[src/rtl/eth_tx_sched_pkg.sv]
// rtl/eth_tx_sched_pkg.sv - shared types and constants for the Ethernet transmit scheduler
package eth_tx_sched_pkg;

  // Scheduler states; encodings are fixed so they read the same in every dump.
  typedef enum logic [2:0] {
    ST_IDLE = 3'd0,
    ST_ARB  = 3'd1,
    ST_SEND = 3'd2,
    ST_DONE = 3'd3,
    ST_GAP  = 3'd4
  } state_t;

  // Standard Ethernet inter-frame gap in byte clocks.
  localparam int DEFAULT_IFG = 12;

  // Wraps an index that has been advanced by less than n back into 0..n-1.
  function automatic int wrap_idx(input int v, input int n);
    return (v >= n) ? v - n : v;
  endfunction

endpackage

[src/rtl/eth_tx_sched_rr_arbiter.sv]
// rtl/eth_tx_sched_rr_arbiter.sv - combinational round-robin pick among N requesters
//
// Ports:
//   req  in  N   request vector
//   ptr  in  IW  highest-priority index for this pick
//   gnt  out N   one-hot grant, zero when nothing requests
//   idx  out IW  index of the granted requester, zero when nothing requests
module rr_arbiter
  import eth_tx_sched_pkg::*;
#(
  parameter int N  = 3,
  parameter int IW = $clog2(N)
) (
  input  logic [N-1:0]  req,
  input  logic [IW-1:0] ptr,
  output logic [N-1:0]  gnt,
  output logic [IW-1:0] idx
);

  logic          found;
  logic [IW-1:0] cand;

  // Walk the requesters starting at ptr and wrapping; the first hit wins.
  always_comb begin
    gnt   = '0;
    idx   = '0;
    found = 1'b0;
    cand  = '0;
    for (int k = 0; k < N; k++) begin
      cand = IW'(wrap_idx(int'(ptr) + k, N));
      if (!found && req[cand]) begin
        found     = 1'b1;
        gnt[cand] = 1'b1;
        idx       = cand;
      end
    end
  end

endmodule

[src/rtl/eth_tx_sched.sv]
// rtl/eth_tx_sched.sv - round-robin scheduler sharing one frame transmitter between N sources
//
// Ports:
//   clk, rst            byte clock; asynchronous active-high reset
//   src_req / src_ack   per-source level request, one-cycle completion pulse
//   src_fs / src_fd     payload start to / payload done from the granted source
//   src_txd             payload bytes, source i on [8i+7:8i]
//   tx_rdy / tx_fs      transmitter idle indication / level frame start
//   tx_fd               level frame done from the transmitter
//   mac_fs / mac_fd     payload handshake from / to the transmitter
//   mac_txd             payload byte to the transmitter
//   gnt_idx             current or last granted source
//   busy                low only while arbitrating
//   frame_cnt           completed frames, wrapping
module eth_tx_sched
  import eth_tx_sched_pkg::*;
#(
  parameter int N   = 3,
  parameter int IW  = $clog2(N),
  parameter int IFG = DEFAULT_IFG
) (
  input  logic           clk,
  input  logic           rst,
  input  logic [N-1:0]   src_req,
  output logic [N-1:0]   src_ack,
  output logic [N-1:0]   src_fs,
  input  logic [N-1:0]   src_fd,
  input  logic [8*N-1:0] src_txd,
  input  logic           tx_rdy,
  output logic           tx_fs,
  input  logic           tx_fd,
  input  logic           mac_fs,
  output logic           mac_fd,
  output logic [7:0]     mac_txd,
  output logic [IW-1:0]  gnt_idx,
  output logic           busy,
  output logic [15:0]    frame_cnt
);

  // The first GAP cycle already counts, so the counter starts one below IFG.
  localparam logic [15:0] IFG_LOAD = (IFG > 0) ? 16'(IFG - 1) : 16'd0;

  state_t        state_q, state_d;
  logic [IW-1:0] gnt_idx_q, gnt_idx_d;
  logic [N-1:0]  gnt_oh_q, gnt_oh_d;
  logic [IW-1:0] rr_ptr_q, rr_ptr_d;
  logic [N-1:0]  ack_q, ack_d;
  logic          tx_fs_q, tx_fs_d;
  logic [15:0]   frame_cnt_q, frame_cnt_d;
  logic [15:0]   gap_q, gap_d;

  logic [N-1:0]  arb_gnt;
  logic [IW-1:0] arb_idx;
  logic          in_send;

  rr_arbiter #(
    .N  (N),
    .IW (IW)
  ) u_arb (
    .req (src_req),
    .ptr (rr_ptr_q),
    .gnt (arb_gnt),
    .idx (arb_idx)
  );

  always_comb begin
    state_d     = state_q;
    gnt_idx_d   = gnt_idx_q;
    gnt_oh_d    = gnt_oh_q;
    rr_ptr_d    = rr_ptr_q;
    ack_d       = '0;
    tx_fs_d     = tx_fs_q;
    frame_cnt_d = frame_cnt_q;
    gap_d       = gap_q;
    case (state_q)
      ST_IDLE: state_d = ST_ARB;
      ST_ARB: begin
        if (tx_rdy && (|src_req)) begin
          state_d   = ST_SEND;
          gnt_idx_d = arb_idx;
          gnt_oh_d  = arb_gnt;
          tx_fs_d   = 1'b1;
        end
      end
      ST_SEND: begin
        // A done level already present on entry is taken as completion.
        if (tx_fd) begin
          state_d     = ST_DONE;
          tx_fs_d     = 1'b0;
          ack_d       = gnt_oh_q;
          rr_ptr_d    = IW'(wrap_idx(int'(gnt_idx_q) + 1, N));
          frame_cnt_d = frame_cnt_q + 16'd1;
        end
      end
      ST_DONE: begin
        // Hold tx_fs low until the transmitter has dropped its done level.
        if (!tx_fd) begin
          if (IFG == 0) begin
            state_d = ST_ARB;
          end else begin
            state_d = ST_GAP;
            gap_d   = IFG_LOAD;
          end
        end
      end
      ST_GAP: begin
        if (gap_q == 16'd0) begin
          state_d = ST_ARB;
        end else begin
          gap_d = gap_q - 16'd1;
        end
      end
      default: state_d = ST_IDLE;
    endcase
  end

  always_ff @(posedge clk or posedge rst) begin
    if (rst) begin
      state_q     <= ST_IDLE;
      gnt_idx_q   <= '0;
      gnt_oh_q    <= '0;
      rr_ptr_q    <= '0;
      ack_q       <= '0;
      tx_fs_q     <= 1'b0;
      frame_cnt_q <= 16'd0;
      gap_q       <= 16'd0;
    end else begin
      state_q     <= state_d;
      gnt_idx_q   <= gnt_idx_d;
      gnt_oh_q    <= gnt_oh_d;
      rr_ptr_q    <= rr_ptr_d;
      ack_q       <= ack_d;
      tx_fs_q     <= tx_fs_d;
      frame_cnt_q <= frame_cnt_d;
      gap_q       <= gap_d;
    end
  end

  // Payload path is a pure mux on the registered grant, open only in SEND.
  assign in_send   = (state_q == ST_SEND);
  assign src_fs    = in_send ? ({N{mac_fs}} & gnt_oh_q) : '0;
  assign mac_fd    = in_send & src_fd[gnt_idx_q];
  assign mac_txd   = in_send ? src_txd[{gnt_idx_q, 3'b000} +: 8] : 8'h00;

  assign src_ack   = ack_q;
  assign tx_fs     = tx_fs_q;
  assign gnt_idx   = gnt_idx_q;
  assign busy      = (state_q != ST_ARB);
  assign frame_cnt = frame_cnt_q;

endmodule

[config.mk]
export PLATFORM = sky130hd
export DESIGN_NAME = eth_tx_sched
export DESIGN_NICKNAME = d
export VERILOG_FILES = /design/src/rtl/eth_tx_sched_pkg.sv /design/src/rtl/eth_tx_sched_rr_arbiter.sv /design/src/rtl/eth_tx_sched.sv
export SDC_FILE = /design/constraint.sdc
export NUM_CORES = 1
export LEC_CHECK = 0
export CORE_ASPECT_RATIO = 0.5
export CORE_MARGIN = 2
export CORE_UTILIZATION = 53
export DETAILED_ROUTE_END_ITERATION = 16
export PLACE_DENSITY = 0.88
export RECOVER_POWER = 100
export SYNTH_ARGS = -nofsm -noshare
export SYNTH_HDL_FRONTEND = slang
export SYNTH_HIERARCHICAL = 1
export SYNTH_SLANG_ARGS = --single-unit
[constraint.sdc]
create_clock -name clk -period 4.5 [get_ports clk]
set_clock_uncertainty 0.05 [all_clocks]
set_input_delay 1.125 -clock clk [delete_from_list [all_inputs] [get_ports clk]]
set_output_delay 1.125 -clock clk [all_outputs]
set_load 0.02 [all_outputs]
==> out/results.ini <==
[pwr]
ir_drop_mv = 0.271
power_density_nw_per_um2 = 472
p_leak_nw = 1.59
power_w = 0.00166

[die]
dieArea_um2 = 5750
dieWidth_um = 105
core_area_um2 = 4930
start_util_pct = 55.1
num_rows = 18
io_pins = 70
die_h_um = 54.6

[yosys]
synth-seq-area-share_pct = 42.4
ys_ff_latch = 46
postSynthAreaPerCell_um2 = 9.53
synth_nets = 327
netlist-cell-type-count = 53
synth_area_um2 = 2720
synthArstFlopShare_pct = 100
synth-edff-count = 0
yosysWarnings = 6
netlist_instances = 285
synth_ff_type = dfrtp_1

[global_routing]
track_usage_pct = 22.5
grt_first_pass_wirelength_mm = 10.1
grt_max_degree = 26
antenna_found_initial = 0
grt_pass1_vias = 2212
gr-total-overflow = 0

[clock_network]
h-tree-depth = 2
cts_resized = 0
holdBufCountCts = 0
cts_tree = yes
clock-root-buffer = clkbuf_8
insertion_delay_ns = 0.30
cts_buffers = 5
cts_setup_buffers = 0
cts.sinks = 46
cts_buffer_depth = 2
clkSlewWorstSetupHoldPaths_ns = 0.09

[route]
wl_per_cell_um = 14.9
viasPerCell = 5.64
routed_wl_mm = 6.33
first_pass_iters = 4
ant_nets = 0
route.detailed.drc = 0
routed-via-count = 2399
drt-initial-drc-count = 129

[worst_setup_path]
worst-path-stages = 6
reg2reg_depth = 5
slowest_stage = dlygate4sd3_1
max_stage_delay_ns = 0.70
critPathTopFamily = buffers and inverters
worstPathMaxFanout = 1
worstSetupPathType = primary input to primary output
crit_required_ns = 3.32
cp-start-kind = primary input
path_cells = clkdlybuf4s50_1 > mux2i_1 > nor2_1 > a21oi_1 > nor2_1 > dlygate4sd3_1
crit_top_cell = nor2_1
cp_data_arrival_time_ns = 2.65
cp_num_buf_inv = 2
endpoint_kind = primary output

[layout]
num-fill-cells = 362
nets = 396
multi_input_area_um2 = 1440
seq_area_um2 = 1150
final_common_cell = dfrtp_1
antenna_cells = 0
layout-drive-gt1-share_pct = 6.48
final_cell_mix = 46 x dfrtp_1, 42 x nor2_1, 38 x dlygate4sd3_1
syn_to_final_growth_pct = 29.4

[sta]
fin_crit_sh_pct = 85.0
fin_crit_ns = 3.83
hold_viol = 0
report.final.slew_viol_count = 0
setup_tns_ns = 0
relSlewSlack_pct = 23.3
setup_viol = 0
rsz0062_at_grt = no
fmax_ghz = 0.261
max_slew.worst_pin.slew_ns = 1.15

[min_path]
min_path_cells = 1
holdCritPathClass = flop to flop

[place]
place_congestion = 0.904
hpwl_mm = 4.75
port_buffers = 69

[outcome]
status = completed

[job]
maxCapViolations = 0

final timing paths:
path	slack (ns)	start	end
min reg2reg	0.44	frame_cnt[8]	frame_cnt[8]
max in group asynchronous	1.45	rst	gap_q[6]
max	0.67	src_txd[6]	mac_txd[6]
min	0.44	frame_cnt[8]	frame_cnt[8]
min in group asynchronous	1.40	rst	frame_cnt[3]
max reg2reg	1.82	state_q[1]	gap_q[13]
metrics by stage:
stage | hold WS (ns) | std cells | utilization [%] | cell area (µm²) | setup slack (ns)
after floorplan | 0.401 | 285 | - | 2720 | 1.72
after global placement | 0.410 | 417 | 70.2 | 3460 | 0.775
after detailed placement | 0.436 | 417 | 70.2 | 3460 | 0.731
after CTS | 0.451 | 425 | 72.1 | 3550 | 0.731
after global routing | 0.463 | 425 | 71.3 | 3510 | 0.594
final | 0.444 | 425 | 71.3 | 3510 | 0.674
power by group:
group          internal, W  leakage [nW]  switching (W)
registers         0.000497         0.599       0.000136
clock network     0.000109        0.0441       0.000145
logic             0.000355         0.943       0.000418
total             0.000962          1.59       0.000698
routing by layer:
layer / part of all wire, % / global-route usage (%) / vias to the layer above
li1: - / - / 1153
met3: 3.8 / 3.33 / 10
met1: 45 / 27.9 / 1168
met5: 0 / 0 / -
met4: 1.3 / 8.00 / 0
met2: 50 / 41.6 / 68
cell usage after synthesis, drive strengths merged, types with 2 or more instances:
| master | number | area share, % |
|---|---|---|
| a211oi | 4 | 1.6 |
| a21oi | 21 | 3.9 |
| a31o | 2 | 0.64 |
| a31oi | 4 | 0.92 |
| and2 | 4 | 0.92 |
| and3 | 6 | 1.4 |
| and4 | 2 | 0.64 |
| buf | 5 | 1.1 |
| clkbuf | 4 | 0.55 |
| dfrtp | 46 | 42 |
| ha | 7 | 3.2 |
| inv | 14 | 1.9 |
| mux2 | 8 | 3.3 |
| mux2i | 11 | 4.1 |
| nand2 | 17 | 2.3 |
| nand2b | 2 | 0.46 |
| nand3 | 6 | 1.1 |
| nand4 | 8 | 1.8 |
| nor2 | 42 | 5.8 |
| nor3 | 7 | 1.3 |
| nor3b | 3 | 1.0 |
| nor4 | 2 | 1.6 |
| o21a | 2 | 0.55 |
| o21ai | 8 | 1.5 |
| o22ai | 2 | 0.46 |
| o311ai | 2 | 0.64 |
| o31ai | 3 | 0.83 |
| o41ai | 2 | 0.64 |
| or2 | 3 | 0.78 |
| or3 | 4 | 1.1 |
| or4 | 2 | 0.69 |
| xnor2 | 17 | 5.5 |
| xor2 | 2 | 0.64 |
cells by family (layout without fill, tap and decap cells):
kind of cell             after synthesis  after routing  synth area share [%]
flip-flops                            46             46                  42.4
buffers and inverters                 23             93                  3.59
adder cells (fa/ha/maj)                7              7                  3.22
AO/OA/AOI/OAI                         56             56                  13.7
XOR/XNOR                              19             19                  6.13
multiplexers                          19             19                  7.37
AND/OR/NAND/NOR                      115            115                  23.6
final cells by class:
class | instances | share of cell area [%]
Timing Repair Buffer | 71 | 19.9
Multi-Input combinational cell | 216 | 40.8
Inverter | 14 | 1.50
Sequential cell | 46 | 32.8
Clock inverter | 3 | 0.605
Tap cell | 70 | 2.49
Clock buffer | 5 | 1.96
registers in the layout, indices dropped and copies added (netlist names):
signal / flops
rr_ptr_q: 2
src_ack: 3
tx_fs: 1
state_q: 3
gnt_oh_q: 3
gnt_idx: 2
gap_q: 16
frame_cnt: 16
No activity file was read; power rests on OpenSTA's default activity.
